[config.mk]
export PLATFORM = sky130hd
export DESIGN_NAME = bcd_modulo_counter
export DESIGN_NICKNAME = d
export VERILOG_FILES = /design/src/rtl/clock_pkg.sv /design/src/rtl/bcd_digit_counter.sv /design/src/rtl/bcd_modulo_counter.sv
export SDC_FILE = /design/constraint.sdc
export NUM_CORES = 1
export LEC_CHECK = 0
export ABC_AREA = 1
export CORE_MARGIN = 2
export CORE_UTILIZATION = 40
export DETAILED_ROUTE_END_ITERATION = 8
export PLACE_DENSITY_LB_ADDON = 0.05
export SLEW_MARGIN = 20
export SYNTH_ARGS = -nofsm -noshare
export SYNTH_HDL_FRONTEND = slang
export SYNTH_HIERARCHICAL = 1
export SYNTH_SLANG_ARGS = --single-unit
[constraint.sdc]
create_clock -name clk -period 1.9 [get_ports clk]
set_input_delay 0.475 -clock clk [delete_from_list [all_inputs] [get_ports clk]]
set_output_delay 0.475 -clock clk [all_outputs]
set_load 0.05 [all_outputs]
[src/rtl/clock_pkg.sv]
// Shared clock-time definitions: BCD digit type, digit validation and the
// 24h -> 12h display lookup used by the hour counter and the display driver.
package clock_pkg;

   typedef logic [3:0] bcd_digit_t;

   localparam bcd_digit_t  BCD_MAX_DIGIT  = 4'd9;
   localparam int unsigned HOURS_PER_DAY  = 24;
   localparam int unsigned HOURS_PER_HALF = 12;

   // 12h BCD display value for each 24h hour (index = binary hour).
   localparam logic [7:0] AMPM_HOUR_LUT [HOURS_PER_DAY] = '{
      8'h12, 8'h01, 8'h02, 8'h03, 8'h04, 8'h05, 8'h06, 8'h07, 8'h08, 8'h09, 8'h10, 8'h11,
      8'h12, 8'h01, 8'h02, 8'h03, 8'h04, 8'h05, 8'h06, 8'h07, 8'h08, 8'h09, 8'h10, 8'h11
   };

   // True when the nibble is a legal BCD digit.
   function automatic logic bcd_valid(input bcd_digit_t d);
      return d <= BCD_MAX_DIGIT;
   endfunction

endpackage

[src/rtl/bcd_digit_counter.sv]
// Single BCD digit: load, increment with 9->0 carry, decrement with 0->9 borrow.
// The caller guarantees i_inc and i_dec are never both asserted.
module bcd_digit_counter
   import clock_pkg::*;
#(
   parameter bcd_digit_t RESET_DIGIT = 4'd0
) (
   input  logic       clk,
   input  logic       rst_n,
   input  logic       i_inc,
   input  logic       i_dec,
   input  logic       i_load,
   input  bcd_digit_t i_load_val,
   output bcd_digit_t o_digit,
   output logic       o_carry,
   output logic       o_borrow
);

   bcd_digit_t r_digit;

   // Digit register: load wins, then single-step up or down with wrap.
   always_ff @(posedge clk or negedge rst_n) begin
      if (!rst_n) begin
         r_digit <= RESET_DIGIT;
      end else if (i_load) begin
         r_digit <= i_load_val;
      end else if (i_inc) begin
         r_digit <= (r_digit == BCD_MAX_DIGIT) ? 4'd0 : r_digit + 4'd1;
      end else if (i_dec) begin
         r_digit <= (r_digit == 4'd0) ? BCD_MAX_DIGIT : r_digit - 4'd1;
      end
   end

   assign o_digit  = r_digit;
   assign o_carry  = i_inc & (r_digit == BCD_MAX_DIGIT);
   assign o_borrow = i_dec & (r_digit == 4'd0);

endmodule

[src/rtl/bcd_modulo_counter.sv]
// N-digit BCD modulo counter for clock time units with cascade carry/borrow,
// validated parallel load and optional 12h/AM-PM display mapping.
// Optional feature macro: BCD_COUNTER_AMPM_EN (adds military_time / pm ports).
module bcd_modulo_counter
   import clock_pkg::*;
#(
   parameter int unsigned NUM_DIGITS  = 2,
   parameter int unsigned MODULUS     = 24,
   parameter int unsigned RESET_VALUE = 0
) (
   input  logic                    clk,
   input  logic                    rst_n,
   input  logic                    en,
   input  logic                    dec,
   input  logic                    load,
   input  logic [4*NUM_DIGITS-1:0] load_data,
   output logic                    carry_out,
   output logic                    borrow_out,
   output logic                    load_err,
`ifdef BCD_COUNTER_AMPM_EN
   input  logic                    military_time,
   output logic                    pm,
`endif
   output logic [4*NUM_DIGITS-1:0] data_out
);

   localparam int unsigned DW = 4 * NUM_DIGITS;

   // Binary -> packed BCD, LS digit in the bottom nibble.
   function automatic logic [DW-1:0] bin_to_bcd(input int unsigned b);
      logic [DW-1:0] r;
      int unsigned   v;
      r = '0;
      v = b;
      for (int i = 0; i < int'(NUM_DIGITS); i++) begin
         r[i*4 +: 4] = 4'(v % 10);
         v = v / 10;
      end
      return r;
   endfunction

   // Packed BCD -> binary; only meaningful when every nibble is a legal digit.
   function automatic logic [31:0] bcd_to_bin(input logic [DW-1:0] b);
      logic [31:0] acc;
      acc = '0;
      for (int i = int'(NUM_DIGITS) - 1; i >= 0; i--) begin
         acc = acc * 32'd10 + 32'(b[i*4 +: 4]);
      end
      return acc;
   endfunction

   localparam logic [DW-1:0] MAX_BCD   = bin_to_bcd(MODULUS - 1);
   localparam logic [DW-1:0] RESET_BCD = bin_to_bcd(RESET_VALUE);

   // Reject parameter sets the counter cannot represent.
   if (NUM_DIGITS < 1 || NUM_DIGITS > 9) begin : g_bad_digits
      $error("bcd_modulo_counter: NUM_DIGITS must be 1..9");
   end
   if (MODULUS < 2 || MODULUS > 10 ** NUM_DIGITS) begin : g_bad_modulus
      $error("bcd_modulo_counter: MODULUS out of range for NUM_DIGITS");
   end
   if (RESET_VALUE >= MODULUS) begin : g_bad_reset
      $error("bcd_modulo_counter: RESET_VALUE must be below MODULUS");
   end

   logic [DW-1:0]       w_count;
   logic                w_up;
   logic                w_dn;
   logic                w_at_max;
   logic                w_at_zero;
   logic                w_nibbles_ok;
   logic                w_load_ok;
   logic                w_dig_load;
   logic [DW-1:0]       w_dig_val;
   logic [NUM_DIGITS:0] w_inc_chain;
   logic [NUM_DIGITS:0] w_dec_chain;
   logic                w_unused_top_chain;
   logic                r_load_err;

   // Load outranks counting; simultaneous en and dec cancel.
   assign w_up      = en & ~dec & ~load;
   assign w_dn      = dec & ~en & ~load;
   assign w_at_max  = (w_count == MAX_BCD);
   assign w_at_zero = (w_count == '0);

   assign carry_out  = w_up & w_at_max;
   assign borrow_out = w_dn & w_at_zero;

   // Load is legal only when every nibble is a BCD digit and the value fits the modulus.
   always_comb begin
      w_nibbles_ok = 1'b1;
      for (int i = 0; i < int'(NUM_DIGITS); i++) begin
         if (!bcd_valid(load_data[i*4 +: 4])) begin
            w_nibbles_ok = 1'b0;
         end
      end
   end

   assign w_load_ok = w_nibbles_ok && (bcd_to_bin(load_data) < 32'(MODULUS));

   // Modulus wraps reuse the digit load path: 0 on wrap-up, MODULUS-1 on wrap-down.
   assign w_dig_load = (load & w_load_ok) | carry_out | borrow_out;
   assign w_dig_val  = load ? load_data : (w_up ? '0 : MAX_BCD);

   // Ripple enables start at the LS digit and are suppressed on a modulus wrap.
   assign w_inc_chain[0] = w_up & ~w_at_max;
   assign w_dec_chain[0] = w_dn & ~w_at_zero;

   for (genvar g = 0; g < int'(NUM_DIGITS); g++) begin : g_digit
      bcd_digit_t w_digit;

      bcd_digit_counter #(
         .RESET_DIGIT (RESET_BCD[g*4 +: 4])
      ) u_digit (
         .clk        (clk),
         .rst_n      (rst_n),
         .i_inc      (w_inc_chain[g]),
         .i_dec      (w_dec_chain[g]),
         .i_load     (w_dig_load),
         .i_load_val (w_dig_val[g*4 +: 4]),
         .o_digit    (w_digit),
         .o_carry    (w_inc_chain[g+1]),
         .o_borrow   (w_dec_chain[g+1])
      );

      assign w_count[g*4 +: 4] = w_digit;
   end

   // The MS digit never ripples out because a wrap always happens first.
   assign w_unused_top_chain = w_inc_chain[NUM_DIGITS] | w_dec_chain[NUM_DIGITS];

   // Sticky load rejection flag, updated on every load strobe.
   always_ff @(posedge clk or negedge rst_n) begin
      if (!rst_n) begin
         r_load_err <= 1'b0;
      end else if (load) begin
         r_load_err <= ~w_load_ok;
      end
   end

   assign load_err = r_load_err;

`ifdef BCD_COUNTER_AMPM_EN
   if (!(NUM_DIGITS == 2 && MODULUS == HOURS_PER_DAY)) begin : g_bad_ampm
      $error("bcd_modulo_counter: AM/PM mapping requires NUM_DIGITS=2, MODULUS=24");
   end

   logic [4:0] w_hour_bin;
   assign w_hour_bin = 5'(bcd_to_bin(w_count));

   // Display-only 12h mapping; the stored count remains 24h.
   always_comb begin
      data_out = w_count;
      pm       = 1'b0;
      if (!military_time) begin
         data_out = DW'(AMPM_HOUR_LUT[w_hour_bin]);
         pm       = (w_hour_bin >= 5'(HOURS_PER_HALF));
      end
   end
`else
   assign data_out = w_count;
`endif

endmodule

==> results of run 1 <==
cell usage in the layout (no fill, tap or decap):
cell and instances:
sky130_fd_sc_hd__nand2_1 63, sky130_fd_sc_hd__nor2_1 36, sky130_fd_sc_hd__buf_4 31, sky130_fd_sc_hd__inv_1 19, sky130_fd_sc_hd__nand3_1 14, sky130_fd_sc_hd__inv_2 12, sky130_fd_sc_hd__nor2_2 9, sky130_fd_sc_hd__dfrtp_1 8
sky130_fd_sc_hd__nand2_2 6, sky130_fd_sc_hd__buf_6 6, sky130_fd_sc_hd__clkdlybuf4s50_1 5, sky130_fd_sc_hd__buf_12 5, sky130_fd_sc_hd__o21ai_1 4, sky130_fd_sc_hd__nand3_2 3, sky130_fd_sc_hd__ha_1 3, sky130_fd_sc_hd__ha_4 3
sky130_fd_sc_hd__clkbuf_4 3, sky130_fd_sc_hd__dlygate4sd2_1 3, sky130_fd_sc_hd__nor3_4 2, sky130_fd_sc_hd__nor2_4 2, sky130_fd_sc_hd__nor3_1 2, sky130_fd_sc_hd__xor2_1 2, sky130_fd_sc_hd__o211ai_1 2, sky130_fd_sc_hd__o21ai_0 2
sky130_fd_sc_hd__nand4_1 2, sky130_fd_sc_hd__buf_2 2, sky130_fd_sc_hd__inv_6 1, sky130_fd_sc_hd__nand3_4 1, sky130_fd_sc_hd__a21oi_1 1, sky130_fd_sc_hd__nand3b_1 1, sky130_fd_sc_hd__o21ai_4 1, sky130_fd_sc_hd__a21boi_1 1
sky130_fd_sc_hd__fa_1 1, sky130_fd_sc_hd__clkbuf_1 1, sky130_fd_sc_hd__dfrtp_2 1, sky130_fd_sc_hd__buf_8 1
power breakdown:
group	internal (mW)	total [mW]	leakage, nW	switching (mW)
clock	0.0808	0.145	0.0150	0.0643
combinational	0.658	1.68	0.869	1.02
sequential	0.271	0.330	0.108	0.0591
total	1.01	2.15	0.992	1.14
registers in the layout, indices dropped and copies added (netlist names):
| register | flops |
|---|---|
| load_err | 1 |
| g_digit.u_digit/o_digit | 8 |
repair_timing:
action	CTS	global route
setup endpoints to repair	11	11
hold buffers	0	0
setup buffers	4	1
pin swaps	16	12
resized for setup	35	11
layer usage:
layer | share of wire | up-vias | routed length, um
li1 | - | 739 | -
met1 | 0.44 | 645 | 1390
met4 | 0.0086 | 0 | 27
met3 | 0.053 | 2 | 166
met2 | 0.49 | 37 | 1540
met5 | 0 | - | 0
final cells by class:
type	count	area, um2
Clock buffer	4	26.3
Fill cell	268	947
Inverter	32	125
Multi-Input combinational cell	161	892
Sequential cell	9	226
Tap cell	31	38.8
Timing Repair Buffer	53	502
worst min-delay path: cells and delay by family (launching register included):
kind	cells	cell delay [ps]
AND/OR/NAND/NOR	2	130
flip-flops	1	340
stage by stage:
step                TNS (ps)  utilization
global route           -3410        0.657
finish                 -2700        0.657
global placement       -9200        0.610
CTS                    -2570        0.642
floorplan              -3790            -
detailed placement     -9690        0.610
worst max path at each step:
| stage | endpoint | slack [ps] | depth (start not counted) |
|---|---|---|---|
| floorplan | g_digit[0].u_digit/o_digit[1] | -530 | 13 |
| global placement | g_digit[1].u_digit/o_digit[1] | -1070 | 14 |
| detailed placement | g_digit[1].u_digit/o_digit[1] | -1120 | 14 |
| CTS | g_digit[1].u_digit/o_digit[1] | -380 | 14 |
| global route | g_digit[0].u_digit/o_digit[2] | -490 | 14 |
| finish | g_digit[1].u_digit/o_digit[1] | -390 | 14 |
==> summary.json, run 1 <==
{
  "hold_path_depth": {"value": 2},
  "largest_net_degree_at_the_start_of_global_routing": {"value": 10},
  "min_to": {"value": "load_err"},
  "clock_insertion_delay_worst_skew": {"value": 260, "unit": "ps"},
  "grt_first_pass_wirelength": {"value": 5260, "unit": "um"},
  "clkSinkCount": {"value": 9},
  "synthesis.yosys.warnings": {"value": 6},
  "start_util": {"value": 0.423},
  "detailroute.via_count": {"value": 1423},
  "timing.max_slew.rel_slack": {"value": 0.701},
  "via_density_per_instance": {"value": 4.91},
  "start_kind": {"value": "primary input"},
  "ff2ff_path_depth": {"value": 11},
  "max_cap_violations": {"value": 0},
  "ios": {"value": 24},
  "tritoncts.num_buffers": {"value": 3},
  "cp-startpoint": {"value": "load_data[7]"},
  "globalRouteOverflowTotal": {"value": 0},
  "critPathSlowestCell": {"value": "sky130_fd_sc_hd__fa_1"},
  "finish.net_count": {"value": 280},
  "cts_max_level": {"value": 1},
  "worst-path-max-fanout": {"value": 5},
  "timing.final.max_slew_violations": {"value": 0},
  "busiest_layer": {"value": "met2"},
  "initialDrtViolationCount": {"value": 83},
  "synthesis.area_per_instance": {"value": 5.74, "unit": "um2"},
  "post_synthesis_net_count": {"value": 223},
  "die_height": {"value": 58.0, "unit": "um"},
  "worstReg2RegStart": {"value": "g_digit[1].u_digit/o_digit[0]"},
  "drt-total-wl": {"value": 3130, "unit": "um"},
  "grt_setup_unrepaired": {"value": "true"},
  "post_route_cells_drive_above_1_share": {"value": 0.344},
  "design_power_total": {"value": 2.15, "unit": "mW"},
  "number_of_global_route_vias_before_repair": {"value": 1300},
  "gp_congestion": {"value": 0.915},
  "drc": {"value": 0},
  "cp_top_family": {"value": "adder cells"},
  "critical_path.n_buffers_inverters": {"value": 2},
  "setup_slack": {"value": -392, "unit": "ps"},
  "routed_wire_length_per_instance": {"value": 10.8, "unit": "um"},
  "final.period_utilization": {"value": 1.21},
  "groute.layer.met1.usage": {"value": 0.259},
  "crit_path_capture_type": {"value": "flip-flop"},
  "global_route.usage.met3": {"value": 0.0201},
  "final-hold-violation-count": {"value": 0},
  "grt_antenna_before_repair": {"value": 0},
  "stdcell_count": {"value": 290},
  "worstPathArrival": {"value": 2440, "unit": "ps"},
  "max_freq": {"value": 436, "unit": "MHz"},
  "setup_violations": {"value": 8},
  "final.setup_skew": {"value": 3.06, "unit": "ps"},
  "critical_path_required": {"value": 2040, "unit": "ps"},
  "cts_tree": {"value": "yes"},
  "core.rowCount": {"value": 19},
  "dp_slack": {"value": -1120, "unit": "ps"},
  "postSynthCellCount": {"value": 203},
  "detailed_place.area": {"value": 1680, "unit": "um2"},
  "power_per_cell_area": {"value": 1190, "unit": "nW/um2"},
  "violated_checks": {"value": "negative setup slack"},
  "tightest_slew": {"value": 447, "unit": "ps"},
  "floorplan.core_area": {"value": 2760, "unit": "um2"},
  "timing.final.crit_period": {"value": 2290, "unit": "ps"},
  "vdd_ir_drop_max": {"value": 0.00107, "unit": "V"},
  "post-place-cells": {"value": 281},
  "clk_pin_slew": {"value": 60, "unit": "ps"},
  "layout.cell_area.non_filler": {"value": 1810, "unit": "um2"},
  "slowest_delay": {"value": 470, "unit": "ps"},
  "worstHoldStart": {"value": "load_err"},
  "grt_util_all_layers": {"value": 0.201},
  "r2r_setup_slack": {"value": -20, "unit": "ps"},
  "die_w": {"value": 58.0, "unit": "um"},
  "port_buffers": {"value": 23},
  "hold_slack": {"value": 511, "unit": "ps"},
  "static-leakage-power": {"value": 0.992, "unit": "nW"},
  "critical_path_class": {"value": "primary input to flip-flop"},
  "global_route.usage.met2": {"value": 0.338},
  "area.growth.synth_to_final": {"value": 55.3, "unit": "%"},
  "syn-cell-area": {"value": 1170, "unit": "um2"},
  "outcome": {"value": "finished, violations left"},
  "hp-class": {"value": "flip-flop to flip-flop"},
  "dp.final_hpwl": {"value": 2520, "unit": "um"},
  "critical_path_cell_by_cell": {"value": "buf_8, ha_4, ha_4, fa_1, nor2_4, nand2_2, nor2_2, nand3_2, o21ai_4, inv_2, nor2_2, nor2_1, o21ai_1, nand2_1"},
  "first_pass_iters": {"value": 4},
  "cts.path.max_buffers": {"value": 2},
  "number_of_antenna_cells_inserted": {"value": 0},
  "cts-root-buf": {"value": "sky130_fd_sc_hd__clkbuf_4"},
  "antenna_left": {"value": 0},
  "rr_endpoint": {"value": "g_digit[1].u_digit/o_digit[1]"},
  "design.die.area": {"value": 3360, "unit": "um2"}
}
No activity file was read; power rests on OpenSTA's default activity.
==> inputs of run 2 (changes only) <==
CTS_CLUSTER_DIAMETER = 150   (was not set)
==> results of run 2 <==
Same layout as run 1: the final DEF is identical, and so are final timing and power.
==> inputs of run 3 (changes only) <==
PLACE_DENSITY = 0.73   (was not set)
PLACE_DENSITY_LB_ADDON = not set   (was 0.05)
==> summary.json, run 3 (synthesis gave the netlist of run 1 again) <==
{
  "outcome": {"value": "finished, violations left"},
  "violated_checks": {"value": "negative setup slack"},
  "routed_wire_length_per_instance": {"value": 10.8, "unit": "um", "change": "-0.15%"},
  "clkSinkCount": {"value": 9, "change": "unchanged"},
  "clk_pin_slew": {"value": 60, "unit": "ps", "change": "about the same"},
  "switching_power": {"value": 1.13, "unit": "mW", "change": "-0.54%"},
  "worst-path-max-fanout": {"value": 7, "change": "+2"},
  "globalRouteOverflowTotal": {"value": 0, "change": "unchanged"},
  "initialDrtViolationCount": {"value": 71, "change": "-14%"},
  "grt_util_all_layers": {"value": 0.206, "change": "+0.00541"},
  "largest_net_degree_at_the_start_of_global_routing": {"value": 11, "change": "+1"},
  "worstReg2RegStart": {"value": "g_digit[1].u_digit/o_digit[1]"},
  "setup_violations": {"value": 8, "change": "unchanged"},
  "cp_top_family": {"value": "adder cells"},
  "rr_endpoint": {"value": "g_digit[1].u_digit/o_digit[1]"},
  "final-hold-violation-count": {"value": 0, "change": "unchanged"},
  "finish.net_count": {"value": 282, "change": "+0.71%"},
  "hp-class": {"value": "primary input to async pin"},
  "final.period_utilization": {"value": 1.20, "change": "-0.00315"},
  "clkPwrFrac": {"value": 0.068, "change": "about the same"},
  "cts_tree": {"value": "yes"},
  "detailroute.via_count": {"value": 1435, "change": "+0.84%"},
  "drc": {"value": 0, "change": "unchanged"},
  "floorplan.core_area": {"value": 2760, "unit": "um2", "change": "unchanged"},
  "critPathSlowestCell": {"value": "sky130_fd_sc_hd__fa_1"},
  "max_cap_violations": {"value": 0, "change": "unchanged"},
  "grt_setup_unrepaired": {"value": "true"},
  "worstPathArrival": {"value": 2440, "unit": "ps", "change": "about the same"},
  "cp_num_cells": {"value": 14, "change": "unchanged"},
  "die_w": {"value": 58.0, "unit": "um", "change": "unchanged"},
  "vdd_ir_drop_max": {"value": 0.00110, "unit": "V", "change": "+3.1%"},
  "dp.final_hpwl": {"value": 2500, "unit": "um", "change": "-0.79%"},
  "share_of_total_power_in_sequential_cells": {"value": 0.156, "change": "+0.003"},
  "port_buffers": {"value": 23, "change": "unchanged"},
  "power_per_cell_area": {"value": 1170, "unit": "nW/um2", "change": "-1.1%"},
  "cts_max_level": {"value": 1, "change": "unchanged"},
  "mostFrequentLayoutCell": {"value": "sky130_fd_sc_hd__nand2_1"},
  "ios": {"value": 24, "change": "unchanged"},
  "tritoncts.num_buffers": {"value": 3, "change": "unchanged"},
  "critical_path.n_buffers_inverters": {"value": 2, "change": "unchanged"},
  "timing.max_slew.rel_slack": {"value": 0.745, "change": "+0.0435"},
  "number_of_global_route_vias_before_repair": {"value": 1311, "change": "+0.85%"},
  "area.growth.synth_to_final": {"value": 55.7, "unit": "%"},
  "setup_slack": {"value": -386, "unit": "ps", "change": "+5.98 ps"},
  "timing.final.max_slew_violations": {"value": 0, "change": "unchanged"},
  "start_kind": {"value": "primary input"},
  "start_util": {"value": 0.423, "change": "unchanged"},
  "tightest_slew": {"value": 382, "unit": "ps", "change": "-65.0 ps"},
  "drt-total-wl": {"value": 3150, "unit": "um", "change": "+0.54%"},
  "first_pass_iters": {"value": 4, "change": "unchanged"},
  "netSwitchingFraction": {"value": 0.532, "change": "+0.00137"},
  "critical_path_class": {"value": "primary input to flip-flop"},
  "final_cell_mix": {"value": "sky130_fd_sc_hd__nand2_1, sky130_fd_sc_hd__nor2_1, sky130_fd_sc_hd__buf_4"},
  "detailed_place.area": {"value": 1680, "unit": "um2", "change": "-0.45%"},
  "post-place-cells": {"value": 280, "change": "-0.36%"},
  "intPower": {"value": 0.999, "unit": "mW", "change": "-1.1%"},
  "grt_antenna_before_repair": {"value": 0, "change": "unchanged"},
  "layout.filler_cells": {"value": 259, "change": "-3.4%"},
  "core.rowCount": {"value": 19, "change": "unchanged"},
  "static-leakage-power": {"value": 1.01, "unit": "nW", "change": "+1.5%"},
  "critical_path_cell_by_cell": {"value": "buf_8, ha_4, ha_4, fa_1, nor2_4, nand2_2, nor2_2, nand3_2, o21ai_4, inv_2, nor2_1, nor2_1, o21ai_1, nand2_1"},
  "stdcell_count": {"value": 292, "change": "+0.69%"},
  "die_height": {"value": 58.0, "unit": "um", "change": "unchanged"},
  "slowest_delay": {"value": 470, "unit": "ps", "change": "about the same"},
  "clock_insertion_delay_worst_skew": {"value": 260, "unit": "ps", "change": "about the same"},
  "gp_congestion": {"value": 0.909, "change": "-0.63%"},
  "r2r_setup_slack": {"value": 10, "unit": "ps", "change": "+30 ps"},
  "cts.path.max_buffers": {"value": 2, "change": "unchanged"},
  "post_route_cells_drive_above_1_share": {"value": 0.337, "change": "-0.00646"},
  "ff2ff_path_depth": {"value": 12, "change": "+1"},
  "max_freq": {"value": 437, "unit": "MHz", "change": "+0.26%"},
  "dp_slack": {"value": -1160, "unit": "ps", "change": "-37.5 ps"},
  "largest_reg_flops": {"value": 8, "change": "unchanged"},
  "cts-root-buf": {"value": "sky130_fd_sc_hd__clkbuf_4"},
  "via_density_per_instance": {"value": 4.91, "change": "+0.15%"},
  "pwr-share-comb": {"value": 0.777, "change": "-0.002"},
  "timing.final.crit_period": {"value": 2290, "unit": "ps", "change": "-5.98 ps"},
  "final.setup_skew": {"value": 1.66, "unit": "ps", "change": "-1.40 ps"},
  "number_of_antenna_cells_inserted": {"value": 0, "change": "unchanged"},
  "critical_path_required": {"value": 2050, "unit": "ps", "change": "about the same"},
  "antenna_left": {"value": 0, "change": "unchanged"},
  "grt_first_pass_wirelength": {"value": 5420, "unit": "um", "change": "+2.9%"},
  "crit_path_capture_type": {"value": "flip-flop"},
  "design.die.area": {"value": 3360, "unit": "um2", "change": "unchanged"},
  "layout.cell_area.non_filler": {"value": 1820, "unit": "um2", "change": "+0.28%"}
}
run 3: changes by cell type in the layout (fill, tap and decap cells not counted):
cell                       delta
sky130_fd_sc_hd__nor2_2       -1
sky130_fd_sc_hd__nand2_1      +2
sky130_fd_sc_hd__inv_1        +1
sky130_fd_sc_hd__clkbuf_1     -1
sky130_fd_sc_hd__clkinv_2     +1
sky130_fd_sc_hd__buf_4        +3
sky130_fd_sc_hd__buf_6        -1
sky130_fd_sc_hd__nand2_2      -2
sky130_fd_sc_hd__inv_2        -1
sky130_fd_sc_hd__nor2_1       +1
run 3: routing by layer:
| layer | part of all wire | wire (um) | track usage |
|---|---|---|---|
| met1 | 0.48 | 1510 | 0.297 |
| met5 | 0 | 0 | 0 |
| met4 | 0.016 | 51 | 0.0897 |
| met2 | 0.48 | 1510 | 0.315 |
| met3 | 0.024 | 77 | 0.0179 |
run 3: area by class of cell:
cell class	instances	area, um2	area share
clock inverters	1	5.00	0.00276
repair buffers	55	513	0.283
inverters	32	125	0.0689
clock buffers	3	22.5	0.0124
well taps	31	38.8	0.0214
multi-input cells	161	885	0.487
flip-flops and latches	9	226	0.125
run 3: power groups by stage:
stage               Clock, mW  Sequential (mW)  Combinational [mW]
finish                  0.144            0.332                1.66
global route            0.165            0.340                1.81
CTS                     0.151            0.342                1.54
detailed placement          0            0.322                1.53
global placement            0            0.320                1.52
floorplan                   0            0.684               0.616
run 3: stage by stage:
stage / setup TNS, ps / power (mW) / utilization / hold slack, ps
CTS: -2690 / 2.04 / 0.636 / 506
detailed placement: -9610 / 1.85 / 0.608 / 530
global route: -3660 / 2.32 / 0.658 / 527
global placement: -9420 / 1.84 / 0.608 / 516
floorplan: -3790 / 1.30 / - / 179
finish: -2630 / 2.13 / 0.658 / 498
run 3: worst max path at each step:
| stage | slack, ps | from | endpoint |
|---|---|---|---|
| 2_1_floorplan | -530 | load_data[5] | g_digit[0].u_digit/o_digit[1] |
| 3_3_place_gp | -1150 | load_data[7] | g_digit[0].u_digit/o_digit[1] |
| 3_5_place_dp | -1160 | load_data[5] | g_digit[0].u_digit/o_digit[1] |
| 4_1_cts | -410 | load_data[7] | g_digit[0].u_digit/o_digit[1] |
| 5_1_grt | -520 | load_data[7] | g_digit[0].u_digit/o_digit[1] |
| 6_report | -390 | load_data[7] | g_digit[0].u_digit/o_digit[1] |
run 3: repair_timing:
item	CTS	global route
pin swaps	14	10
hold endpoints to repair	0	0
setup buffers	4	5
resized for setup	33	7
hold buffers	0	0
setup endpoints to repair	11	11
